[src/rtl/brick_pkg.sv]
// Shared encodings for the breakout brick field: ball direction bits, FSM states
// and the combo ceiling.
package brick_pkg;

    // ball_dir[1] selects vertical motion, ball_dir[0] horizontal motion.
    localparam logic DIR_UP    = 1'b0;
    localparam logic DIR_DOWN  = 1'b1;
    localparam logic DIR_LEFT  = 1'b0;
    localparam logic DIR_RIGHT = 1'b1;

    typedef enum logic [1:0] {
        ST_IDLE  = 2'd0,
        ST_PROBE = 2'd1,
        ST_APPLY = 2'd2,
        ST_CLEAR = 2'd3
    } state_t;

    localparam logic [2:0] COMBO_MAX = 3'd7;

endpackage

[src/rtl/brick_probe.sv]
// Combinational neighbour lookup: turns the ball cell and direction into the
// vertical, horizontal and diagonal brick indices plus their validity.
module brick_probe
    import brick_pkg::*;
#(
    parameter int ROWS    = 7,
    parameter int COLS    = 8,
    parameter int BRICK_W = 2,
    parameter int POS_W   = 4,
    parameter int IDX_W   = 6
) (
    input  logic [POS_W-1:0] ball_row,
    input  logic [POS_W-1:0] ball_col,
    input  logic [1:0]       ball_dir,
    output logic [IDX_W-1:0] v_idx,
    output logic [IDX_W-1:0] h_idx,
    output logic [IDX_W-1:0] d_idx,
    output logic             v_ok,
    output logic             h_ok,
    output logic             d_ok
);

    int  r, c, vr, hc, own_b, h_b;
    logic row_in, col_in, own_in;

    always_comb begin
        r  = int'(ball_row);
        c  = int'(ball_col);
        vr = (ball_dir[1] == DIR_UP)   ? r - 1 : r + 1;
        hc = (ball_dir[0] == DIR_LEFT) ? c - 1 : c + 1;
        own_b = c / BRICK_W;
        h_b   = hc / BRICK_W;
        // Signed ints make a step off row/col 0 land at -1, which simply fails the range test.
        row_in = (vr >= 0) && (vr < ROWS);
        col_in = (hc >= 0) && (hc < COLS * BRICK_W);
        own_in = (c < COLS * BRICK_W);
        v_ok  = row_in && own_in;
        h_ok  = (r < ROWS) && col_in && (h_b != own_b);
        d_ok  = row_in && col_in;
        v_idx = IDX_W'(vr * COLS + own_b);
        h_idx = IDX_W'(r * COLS + h_b);
        d_idx = IDX_W'(vr * COLS + h_b);
    end

endmodule

[src/rtl/brick_field.sv]
// Brick grid collision/score engine: per-brick hit points, probe/apply FSM,
// saturating score and bounce pulses. Define COMBO_EN for combo scoring.
module brick_field
    import brick_pkg::*;
#(
    parameter int ROWS    = 7,
    parameter int COLS    = 8,
    parameter int BRICK_W = 2,
    parameter int HP_W    = 2,
    parameter int INIT_HP = 1,
    parameter int SCORE_W = 10,
    parameter int POS_W   = 4
) (
    input  logic                 clock,
    input  logic                 reset,
    input  logic                 tick,
    input  logic                 level_load,
    input  logic                 paddle_hit,
    input  logic [POS_W-1:0]     ball_row,
    input  logic [POS_W-1:0]     ball_col,
    input  logic [1:0]           ball_dir,
    output logic [ROWS*COLS-1:0] bricks_alive,
    output logic [SCORE_W-1:0]   score,
    output logic                 hit,
    output logic                 bounce_v,
    output logic                 bounce_h,
    output logic                 level_clear
);

    localparam int NB    = ROWS * COLS;
    localparam int IDX_W = (NB > 1) ? $clog2(NB) : 1;
    localparam int SUM_W = SCORE_W + 5;
    localparam logic [HP_W-1:0]    HP_LOAD   = HP_W'(INIT_HP);
    localparam logic [SCORE_W-1:0] SCORE_MAX = '1;

    state_t           state;
    logic [HP_W-1:0]  hp      [NB];
    logic [HP_W-1:0]  hp_next [NB];
    logic [POS_W-1:0] lat_row, lat_col;
    logic [1:0]       lat_dir;
    logic [IDX_W-1:0] p_v_idx, p_h_idx, p_d_idx;
    logic             p_v_ok, p_h_ok, p_d_ok;
    logic [IDX_W-1:0] r_v_idx, r_h_idx, r_d_idx;
    logic             r_v_live, r_h_live, r_d_live;
    logic             v_hit, h_hit, d_hit, any_hit, any_left, dmg;
    logic [1:0]       n_dmg;
    logic [3:0]       pts;
    logic [4:0]       add;
    logic [SUM_W-1:0] sum;
    logic [SCORE_W-1:0] score_next;

    brick_probe #(
        .ROWS(ROWS), .COLS(COLS), .BRICK_W(BRICK_W), .POS_W(POS_W), .IDX_W(IDX_W)
    ) u_probe (
        .ball_row(lat_row),
        .ball_col(lat_col),
        .ball_dir(lat_dir),
        .v_idx(p_v_idx),
        .h_idx(p_h_idx),
        .d_idx(p_d_idx),
        .v_ok(p_v_ok),
        .h_ok(p_h_ok),
        .d_ok(p_d_ok)
    );

    always_comb begin
        for (int i = 0; i < NB; i++) bricks_alive[i] = (hp[i] != '0);
    end

`ifdef COMBO_EN
    logic [2:0] combo;

    always_ff @(posedge clock or negedge reset) begin
        if (!reset) begin
            combo <= 3'd0;
        end else if (paddle_hit || level_load) begin
            combo <= 3'd0;
        end else if (state == ST_APPLY && any_hit && combo != COMBO_MAX) begin
            combo <= combo + 3'd1;
        end
    end

    assign pts = 4'd1 + {1'b0, combo};
`else
    logic unused_paddle;
    assign unused_paddle = paddle_hit;
    assign pts = 4'd1;
`endif

    // D only counts when neither orthogonal neighbour is live, so it can never
    // double-damage the V brick even when both map to the same index.
    always_comb begin
        v_hit   = r_v_live;
        h_hit   = r_h_live;
        d_hit   = r_d_live && !r_v_live && !r_h_live;
        any_hit = v_hit || h_hit || d_hit;
        n_dmg   = {1'b0, v_hit} + {1'b0, h_hit} + {1'b0, d_hit};
        add     = 5'(n_dmg) * 5'(pts);
        sum     = SUM_W'(score) + SUM_W'(add);
        score_next = (sum > SUM_W'(SCORE_MAX)) ? SCORE_MAX : sum[SCORE_W-1:0];
        any_left = 1'b0;
        dmg      = 1'b0;
        for (int i = 0; i < NB; i++) begin
            dmg = (v_hit && r_v_idx == IDX_W'(i)) ||
                  (h_hit && r_h_idx == IDX_W'(i)) ||
                  (d_hit && r_d_idx == IDX_W'(i));
            hp_next[i] = dmg ? hp[i] - HP_W'(1) : hp[i];
            any_left   = any_left || (hp_next[i] != '0);
        end
    end

    always_ff @(posedge clock or negedge reset) begin
        if (!reset) begin
            state       <= ST_IDLE;
            for (int i = 0; i < NB; i++) hp[i] <= HP_LOAD;
            score       <= '0;
            hit         <= 1'b0;
            bounce_v    <= 1'b0;
            bounce_h    <= 1'b0;
            level_clear <= 1'b0;
            lat_row     <= '0;
            lat_col     <= '0;
            lat_dir     <= '0;
            r_v_idx     <= '0;
            r_h_idx     <= '0;
            r_d_idx     <= '0;
            r_v_live    <= 1'b0;
            r_h_live    <= 1'b0;
            r_d_live    <= 1'b0;
        end else begin
            hit      <= 1'b0;
            bounce_v <= 1'b0;
            bounce_h <= 1'b0;
            if (level_load) begin
                for (int i = 0; i < NB; i++) hp[i] <= HP_LOAD;
                level_clear <= 1'b0;
                state       <= ST_IDLE;
            end else begin
                case (state)
                    ST_IDLE: begin
                        if (tick) begin
                            lat_row <= ball_row;
                            lat_col <= ball_col;
                            lat_dir <= ball_dir;
                            state   <= ST_PROBE;
                        end
                    end
                    ST_PROBE: begin
                        r_v_idx  <= p_v_idx;
                        r_h_idx  <= p_h_idx;
                        r_d_idx  <= p_d_idx;
                        r_v_live <= p_v_ok && bricks_alive[p_v_idx];
                        r_h_live <= p_h_ok && bricks_alive[p_h_idx];
                        r_d_live <= p_d_ok && bricks_alive[p_d_idx];
                        state    <= ST_APPLY;
                    end
                    ST_APPLY: begin
                        hp       <= hp_next;
                        score    <= score_next;
                        hit      <= any_hit;
                        bounce_v <= v_hit || d_hit;
                        bounce_h <= h_hit || d_hit;
                        if (!any_left) begin
                            level_clear <= 1'b1;
                            state       <= ST_CLEAR;
                        end else begin
                            state <= ST_IDLE;
                        end
                    end
                    ST_CLEAR: state <= ST_CLEAR;
                    default:  state <= ST_IDLE;
                endcase
            end
        end
    end

endmodule
[config.mk]
export PLATFORM = sky130hd
export DESIGN_NAME = brick_field
export DESIGN_NICKNAME = d
export VERILOG_FILES = /design/src/rtl/brick_pkg.sv /design/src/rtl/brick_probe.sv /design/src/rtl/brick_field.sv
export SDC_FILE = /design/constraint.sdc
export NUM_CORES = 1
export LEC_CHECK = 0
export CAP_MARGIN = 15
export CORE_MARGIN = 2
export CORE_UTILIZATION = 56
export CTS_BUF_LIST = sky130_fd_sc_hd__clkbuf_8
export DETAILED_ROUTE_END_ITERATION = 16
export PLACE_DENSITY = 0.76
export RECOVER_POWER = 50
export SYNTH_ARGS = -nofsm -noshare
export SYNTH_HDL_FRONTEND = slang
export SYNTH_HIERARCHICAL = 1
export SYNTH_SLANG_ARGS = --single-unit
[constraint.sdc]
create_clock -name clock -period 8.75 [get_ports clock]
set_input_delay 1.75 -clock clock [delete_from_list [all_inputs] [get_ports clock]]
set_output_delay 1.75 -clock clock [all_outputs]
set_load 0.05 [all_outputs]
# --- Yosys cells after proc, flatten, opt, wreduce, memory -nomap -nowiden ---
# Cells that the tools add are included.
word_totals:
  output_inout_bits: 70
  mem_bits_rw: 0
  regBits: 159
  latch_bits: 0
  romBits: 0
  n_memories: 0
classes:
  n_bitwise: 2
  div: 0
  add_sub_neg: 67
  mul: 0
  eq_ne: 171
  shift: 0
  order_cmp: 9
  n_reduce_logical: 472
  n_mux: 80
op_table:
  columns: ["op", "n"]
  rows:
  - ["== test 6 bit, second input constant", 72]
  - ["== test 6 x 5 -> 1 bit, second input constant", 48]
  - ["nonzero test 2 bit", 113]
  - ["two-way mux 112 bit", 2]
  - ["logical AND 1 bit", 178]
  - ["logical OR 1 bit", 171]
  - ["== test 6 x 4 -> 1 bit, second input constant", 24]
  - ["two-way mux 2 bit", 59]
  - ["subtractor 2 x 1 -> 2 bit, second input constant", 56]
  - ["== test 6 x 3 -> 1 bit, second input constant", 12]
  - [">= comparator 32 x 1 -> 1 bit, second input constant", 2]
  - ["two-way mux 32 bit", 2]
  - ["== test 6 x 2 -> 1 bit, second input constant", 6]
  - ["adder 32 x 1 -> 32 bit", 1]
  - ["< comparator 32 x 4 -> 1 bit, second input constant", 1]
  - ["< comparator 32 x 6 -> 1 bit, second input constant", 1]
  - ["inequality test 32 x 4 -> 1 bit", 1]
  - ["< comparator 6 x 7 -> 1 bit, second input constant", 3]
  - ["binary-select mux 1 bit (select 6 bit)", 3]
  - ["== test 6 x 1 -> 1 bit, second input constant", 3]
  - ["zero test 6 bit", 3]
  - ["adder 6 bit", 2]
  - ["two-way mux 1 bit", 12]
  - ["adder 10 x 2 -> 11 bit", 1]
  - ["other kinds (19)", 25]

# --- Logic depth before layout (Yosys ltp) ---
# Gate-level depths: netlist of the first run.
logic_depth:
  ltp_word: 65
  depth_mapped: 16
  mapped_depth_nobuf: 16

# --- Hierarchy ---
# Netlist of the first run, hierarchy kept.
modules_own_cells:
  columns: ["mod", "cells_each", "seq_area_each_um2", "area_per_inst_um2", "n_inst"]
  rows:
  - ["brick_field", 1311, 4048.9, 12375.6, 1]
  - ["brick_probe", 84, 0.0, 664.4, 1]

# --- Least setup slack after synthesis of the first run ---
# No wires, ideal clock.
synth_timing:
  path_kind: "reg2reg"
  start: "register lat_col[1]"
  end: "register r_h_live, in the netlist h_hit"
  slack_ns: 4.632
  synth_period_minus_slack_ns: 4.118
  t_required_ns: 8.667
  n_path_buf: 3
  path_stages_with_launch: 13
  arrival_time_ns: 4.036
  path_cell_list: "dfrtp_1 > inv_1 > ha_1 > nor4b_2 > and2_1 > ha_1 > buf_4 > buf_2 > buf_1 > mux4_2 > mux4_2 > mux4_2 > o22ai_1"
synth_between:
  elab_chain_len: 8
  word_cells_on_any_way: 15
synth_lines:
  columns: ["element", "line", "source"]
  rows:
  - ["start, declared", "brick_field.sv:39", "logic [POS_W-1:0] lat_row, lat_col;"]
  - ["start signal, assigned", "brick_field.sv:143", "lat_col <= ball_col;"]
  - ["subtractor 4 x 1 -> 5 bit", "brick_probe.sv:30", "hc = (ball_dir[0] == DIR_LEFT) ? c - 1 : c + 1;"]
  - ["two-way mux 32 bit (*)", "brick_probe.sv:30", null]
  - ["bitwise AND 1 bit (no source line)", null, null]
  - ["adder 32 x 1 -> 32 bit (no source line) (*)", null, null]
  - ["adder 6 bit (*)", "brick_probe.sv:41", "h_idx = IDX_W'(r * COLS + h_b);"]
  - ["named net p_h_idx[0]", "brick_field.sv:41", "logic [IDX_W-1:0] p_v_idx, p_h_idx, p_d_idx;"]
  - ["binary-select mux 1 bit (select 6 bit) (*)", "brick_field.sv:153", "r_h_live <= p_h_ok && bricks_alive[p_h_idx];"]
  - ["two-way mux 1 bit (not written as such) (*)", "brick_field.sv:153", null]
  - ["logical AND 1 bit (*)", "brick_field.sv:153", null]
  - ["end signal, assigned", "brick_field.sv:153", null]
  - ["end, declared", "brick_field.sv:44", "logic r_v_live, r_h_live, r_d_live;"]
# The timed path passes the listed nets; every way through them passes the cells marked *. The select of a mux whose other input is x is not followed.
# A chain may end at the register's enable or synchronous reset.

==> flow_summary.json, run 1 <==
{
  "setup_tns_ps": 0,
  "report.final.slew_viol_count": 208,
  "htreeDepth": 4,
  "worst_slew_pin_slew_ps": 4880,
  "fin_crit_sh_pct": 66.9,
  "synth_area_mm2": 0.0130,
  "ctsResizeCount": 0,
  "critical_path_required_ps": 9220,
  "finalWeightedCongestion": 1.00,
  "startpoint_type": "input port",
  "final-setup-viol-count": 0,
  "syn-instance-count": 1395,
  "place_ws_ps": 4030,
  "dpl.hpwl_mm": 28.2,
  "post-route-min-period_ps": 5850,
  "clk_root_buffer_cell": "clkbuf_8",
  "worst_slack_ps": 2900,
  "totalWireLength_mm": 38.9,
  "status": "complete, but fails checks",
  "rows": 55,
  "rsz0062_at_grt": "no",
  "drtPass1Iterations": 12,
  "r2r-start": "lat_col[2]",
  "criticalPathCategory": "input port to asynchronous set/reset pin",
  "internal-power_mw": 1.46,
  "yosys_most_used_dff": "dfrtp_1",
  "power_density_mw_per_mm2": 178,
  "holdCritPathClass": "flop to flop",
  "hold_buffers": 0,
  "post-cts-setup-buffers": 0,
  "slowest_stage": "clkbuf_1",
  "ys_ff_latch": 159,
  "max_slew_margin_pct": -225,
  "die_x_um": 157,
  "place_area_mm2": 0.0140,
  "grt_pass1_vias": 10804,
  "nets": 1526,
  "drive_gt1_share_pct": 15.3,
  "path_delay_family": "buffers and inverters",
  "syn_to_final_growth_pct": 10.3,
  "track_usage_pct": 32.4,
  "grt_max_degree": 115,
  "ir_drop_uv": 105,
  "finalHoldViolCount": 0,
  "async_flop_share_pct": 100,
  "ys_seq_area_share_pct": 31.0,
  "num_antenna_cells": 0,
  "utilization_pct": 63.1,
  "avgViaCountPerCell": 6.30,
  "cts.path.max_buffers": 2,
  "cts.sinks": 159,
  "synth_compound_area_share_pct": 11.4,
  "fin_skew_ps": 17.2,
  "dp_cells": 1729,
  "final_antenna_net_count": 0,
  "overflow": 0,
  "syn_nets": 1485,
  "cts_tree": "built",
  "numPortBuffers": 83,
  "synth_top_family_by_area": "simple AND/OR/NAND/NOR gates",
  "swShare_pct": 43.0,
  "seq_power_share_pct": 40.4,
  "slowest_delay_ps": 3360,
  "switching_power_mw": 1.10,
  "crit_path_end_kind": "asynchronous set/reset pin",
  "yosys.area_share.adder_pct": 7.43,
  "violations": "capacitance limit, slew limit",
  "crit_fanout": 92,
  "die_h_um": 157,
  "crit_chain": "clkbuf_1 > buf_4",
  "start_util_pct": 57.2,
  "synth_xor_area_share_pct": 5.37,
  "cts_buffers": 17,
  "io_pins": 85,
  "combPwrFrac_pct": 36.9,
  "worstSkewPairLatency_ps": 480,
  "drtIter0Drc": 1180,
  "maxCapViolations": 2,
  "core_area_mm2": 0.0228,
  "fmax_mhz": 171,
  "crit_arrival_ps": 6330,
  "grt_pass1_wl_mm": 60.1,
  "crit_path_start": "reset",
  "die_area_mm2": 0.0245,
  "yosys.area_share.simple_pct": 21.7,
  "routedWlPerCell_um": 22.1,
  "vias": 11102,
  "timing.critical_path.buf_inv": 2,
  "clk_pin_slew_ps": 100,
  "synth.area.mux_share_pct": 14.4,
  "drc": 0,
  "ys_types": 71,
  "ys_warn_count": 6,
  "design_area_mm2": 0.0144,
  "power_frac_clock_pct": 22.7,
  "p_leak_nw": 5.98,
  "instances_no_fill": 1762,
  "min_from": "hp[101]",
  "synth_area_per_cell_um2": 9.35,
  "antenna_found_initial": 0,
  "synth_edf_count": 0
}
[cells by family after synthesis]
kind of cell	after synthesis
fa+ha+maj	75
xor+xnor	80
mux	118
buf+inv	268
compound gates	218
simple gates	477
flops	159
[cells in the final DEF (no fill, tap or decap), types with 56 or more instances in the layout]
cell             instances
ha_1                    70
nand2b_1                65
dfstp_2                 56
dfrtp_1                103
xnor2_1                 74
a21oi_1                 73
inv_1                  191
nor2_1                  89
clkdlybuf4s50_1         81
nand2_1                 88
[sequential cells by signal, indices dropped and copies added, names as in the netlist, 4 cells and up]
name     flops
lat_row      4
r_d_idx      6
r_v_idx      6
hp         112
lat_col      4
score       10
r_h_idx      6
[final timing paths]
kind / slack, ps / cells past startpoint / endpoint
setup / recovery: 2900 / 2 / hp[75]
hold / removal: 520 / 2 / hp[101]
setup reg to reg: 3890 / 14 / r_d_live
hold reg to reg: 520 / 2 / hp[101]
max in group clock: 3200 / 3 / hp[63]
min in group asynchronous: 3030 / 1 / lat_col[1]
[power by group through the flow]
stage / combinational [mW] / sequential, mW / clock (mW)
finish: 0.945 / 1.04 / 0.582
floorplan: 0.789 / 0.915 / 0
global route: 1.00 / 1.04 / 0.622
CTS: 0.927 / 1.02 / 0.591
detailed placement: 0.920 / 1.03 / 0
global placement: 0.907 / 1.02 / 0
[synth_stat cells, types with 7 or more instances]
| library cell | number | area (µm²) |
|---|---|---|
| nor2b_1 | 11 | 68.8 |
| nor4b_2 | 7 | 105 |
| a22oi_1 | 34 | 255 |
| and4_1 | 16 | 140 |
| dfrtp_1 | 103 | 2580 |
| mux4_2 | 53 | 1190 |
| nand4_1 | 16 | 100 |
| buf_4 | 8 | 60.1 |
| nand2_1 | 89 | 334 |
| clkbuf_1 | 39 | 146 |
| nor4_1 | 17 | 106 |
| and4bb_2 | 12 | 150 |
| o21ai_0 | 14 | 70.1 |
| inv_1 | 190 | 713 |
| nand3_1 | 52 | 260 |
| a21oi_1 | 73 | 365 |
| a211oi_1 | 28 | 210 |
| and4b_1 | 12 | 120 |
| o22ai_1 | 9 | 56.3 |
| dfstp_2 | 56 | 1470 |
| nor4b_1 | 9 | 78.8 |
| xnor2_1 | 74 | 648 |
| nor2_1 | 89 | 334 |
| a222oi_1 | 20 | 200 |
| ha_1 | 71 | 888 |
| a21o_1 | 8 | 60.1 |
| or3_1 | 15 | 93.8 |
| buf_6 | 8 | 90.1 |
| and2_1 | 13 | 81.3 |
| buf_2 | 19 | 95.1 |
| mux2i_1 | 34 | 340 |
| mux2_2 | 30 | 338 |
| nand2b_1 | 65 | 407 |
| and3_1 | 21 | 131 |
[cell type report]
class                      instances  area, µm²
sequential                       159       4050
tap                              313        392
clock inverter                    15        173
clock buffer                      17        234
inverter                         190        713
multi-input combinational        968       7890
timing repair buffer             100        936
fill                            1877       8390
[stage by stage]
step	power (mW)	hold slack, ps
after detailed placement	1.95	504
after global routing	2.66	550
after floorplan	1.70	475
after global placement	1.93	493
after CTS	2.53	527
final	2.56	523
[per-layer routing]
layer | global-route usage (%) | share of wire, % | up-vias
met1 | 41.5 | 40 | 5438
met2 | 50.7 | 45 | 521
met4 | 16.3 | 4.9 | 0
li1 | - | - | 5041
met3 | 8.50 | 9.8 | 102
met5 | 0 | 0 | -
No activity file was read; power rests on OpenSTA's default activity.
==> inputs of run 2 (changes only) <==
==> constraint.sdc (replaced) <==
create_clock -name clock -period 5.7 [get_ports clock]
set_input_delay 1.14 -clock clock [delete_from_list [all_inputs] [get_ports clock]]
set_output_delay 1.14 -clock clock [all_outputs]
set_load 0.05 [all_outputs]
==> run 2 against run 1 <==
The flow still finishes with violations (capacitance limit, slew limit). Combinational power grew 54%. Power grew 52%. Register-to-register slack lost 2500 ps. Global-route usage shrank 0.094 points. Design area is essentially flat. Critical path type is now flop to flop.
==> flow_summary.json, run 2 (same netlist as run 1, synthesis figures left out) <==
{
  "core_area_mm2": 0.0228,
  "critical_path_required_ps": 6110,
  "clk_pin_slew_ps": 100,
  "dpl.hpwl_mm": 28.1,
  "drive_gt1_share_pct": 15.5,
  "worstSkewPairLatency_ps": 490,
  "crit_path_end_kind": "flop",
  "htreeDepth": 4,
  "vias": 11151,
  "violations": "capacitance limit, slew limit",
  "finalWeightedCongestion": 0.999,
  "start_util_pct": 57.2,
  "fill_cells": 1890,
  "timing.critical_path.buf_inv": 3,
  "ctsResizeCount": 0,
  "maxCapViolations": 4,
  "slowest_delay_ps": 1030,
  "ir_drop_uv": 226,
  "setup_tns_ps": 0,
  "die_area_mm2": 0.0245,
  "syn_to_final_growth_pct": 10.4,
  "rows": 55,
  "totalWireLength_mm": 38.6,
  "hold_ws_ps": 522,
  "final-seq-area_mm2": 0.00405,
  "drtPass1Iterations": 9,
  "overflow": 0,
  "regMostFlops": "hp",
  "cp_common_cell": "mux4_2",
  "utilization_pct": 63.2,
  "cts.sinks": 159,
  "status": "complete, but fails checks",
  "io_pins": 85,
  "routedWlPerCell_um": 21.8,
  "largest_register_ffs": 112,
  "reg.largest.list": "hp: 112 flops, score: 10 flops",
  "power_density_mw_per_mm2": 270,
  "slowest_stage": "ha_1",
  "grt_pass1_vias": 10616,
  "die_h_um": 157,
  "nets": 1529,
  "p_leak_nw": 5.99,
  "cts_buffers": 17,
  "final_cell_mix": "191 x inv_1, 103 x dfrtp_1, 89 x nor2_1",
  "crit_arrival_ps": 4740,
  "worst_slew_pin_slew_ps": 2350,
  "final_antenna_net_count": 0,
  "drc": 0,
  "post-route-min-period_ps": 4340,
  "report.final.slew_viol_count": 197,
  "track_usage_pct": 32.3,
  "multi_input_area_mm2": 0.00789,
  "fmax_mhz": 231,
  "path_delay_family": "adder cells",
  "fin_crit_sh_pct": 76.1,
  "hold_buffers": 0,
  "cts.path.max_buffers": 2,
  "cts_tree": "built",
  "startpoint_type": "flop",
  "max_slew_margin_pct": -56.6,
  "crit_chain": "buf_4 > inv_1 > ha_1 > nor4b_2 > buf_4 > and2_1 > ha_2 > ha_1 > mux4_2 > mux4_2 > mux4_2 > o22ai_1",
  "fin_skew_ps": 13.8,
  "die_x_um": 157,
  "layout_commonest_cell": "inv_1",
  "avgViaCountPerCell": 6.31,
  "reg2reg_slack_ps": 1360,
  "final-setup-viol-count": 0,
  "crit_fanout": 29,
  "drtIter0Drc": 1276,
  "finalHoldViolCount": 0,
  "post-cts-setup-buffers": 0,
  "clk_root_buffer_cell": "clkbuf_8",
  "criticalPathCategory": "flop to flop",
  "grt_pass1_wl_mm": 60.1,
  "rsz0062_at_grt": "no",
  "grt_max_degree": 90,
  "holdCritPathClass": "flop to flop",
  "antenna_found_initial": 1,
  "numPortBuffers": 83
}
## run 2: worst paths after layout
| kind | start | end | depth (start not counted) |
|---|---|---|---|
| min in group asynchronous | reset | lat_col[2] | 1 |
| max | lat_col[1] | h_hit | 12 |
| min | hp[95] | hp[95] | 2 |
| max in group asynchronous | reset | hp[43] | 2 |
| max reg2reg | lat_col[1] | h_hit | 12 |
| min reg2reg | hp[95] | hp[95] | 2 |
## run 2: metrics by stage
step                instances  worst slack, ps  total power [mW]  instance area [µm²]
finish                   1766             1360              3.89                14400
global route             1765             1030              4.06                14400
CTS                      1765             1390              3.85                14400
detailed placement       1733             1420              2.98                14000
global placement         1733             1500              2.95                14000
floorplan                1395             1580              2.62                13000
## run 2: area by class of cell
class	count	area share [%]
inverters	190	4.95
clock inverters	15	1.05
repair buffers	103	6.71
multi-input cells	968	54.8
diodes	1	0.0174
well taps	313	2.72
flip-flops and latches	159	28.1
clock buffers	17	1.63
## run 2: layer usage
layer / share of wire [%] / track usage [%] / wire length (µm)
met1: 41 / 42.9 / 15700
met2: 45 / 50.2 / 17400
met3: 8.9 / 6.54 / 3430
met4: 5.3 / 16.6 / 2040
met5: 0 / 0 / 0
## run 2: power breakdown
part,internal [mW],switching [mW]
clock network,0.358,0.506
logic,0.612,0.845
registers,1.23,0.334
## run 2: tightest hold or removal path: cells and delay by family (launching register included)
| family | cells | cell delay (ps) |
|---|---|---|
| flops | 1 | 360 |
| simple gates | 1 | 70 |
| compound gates | 1 | 60 |
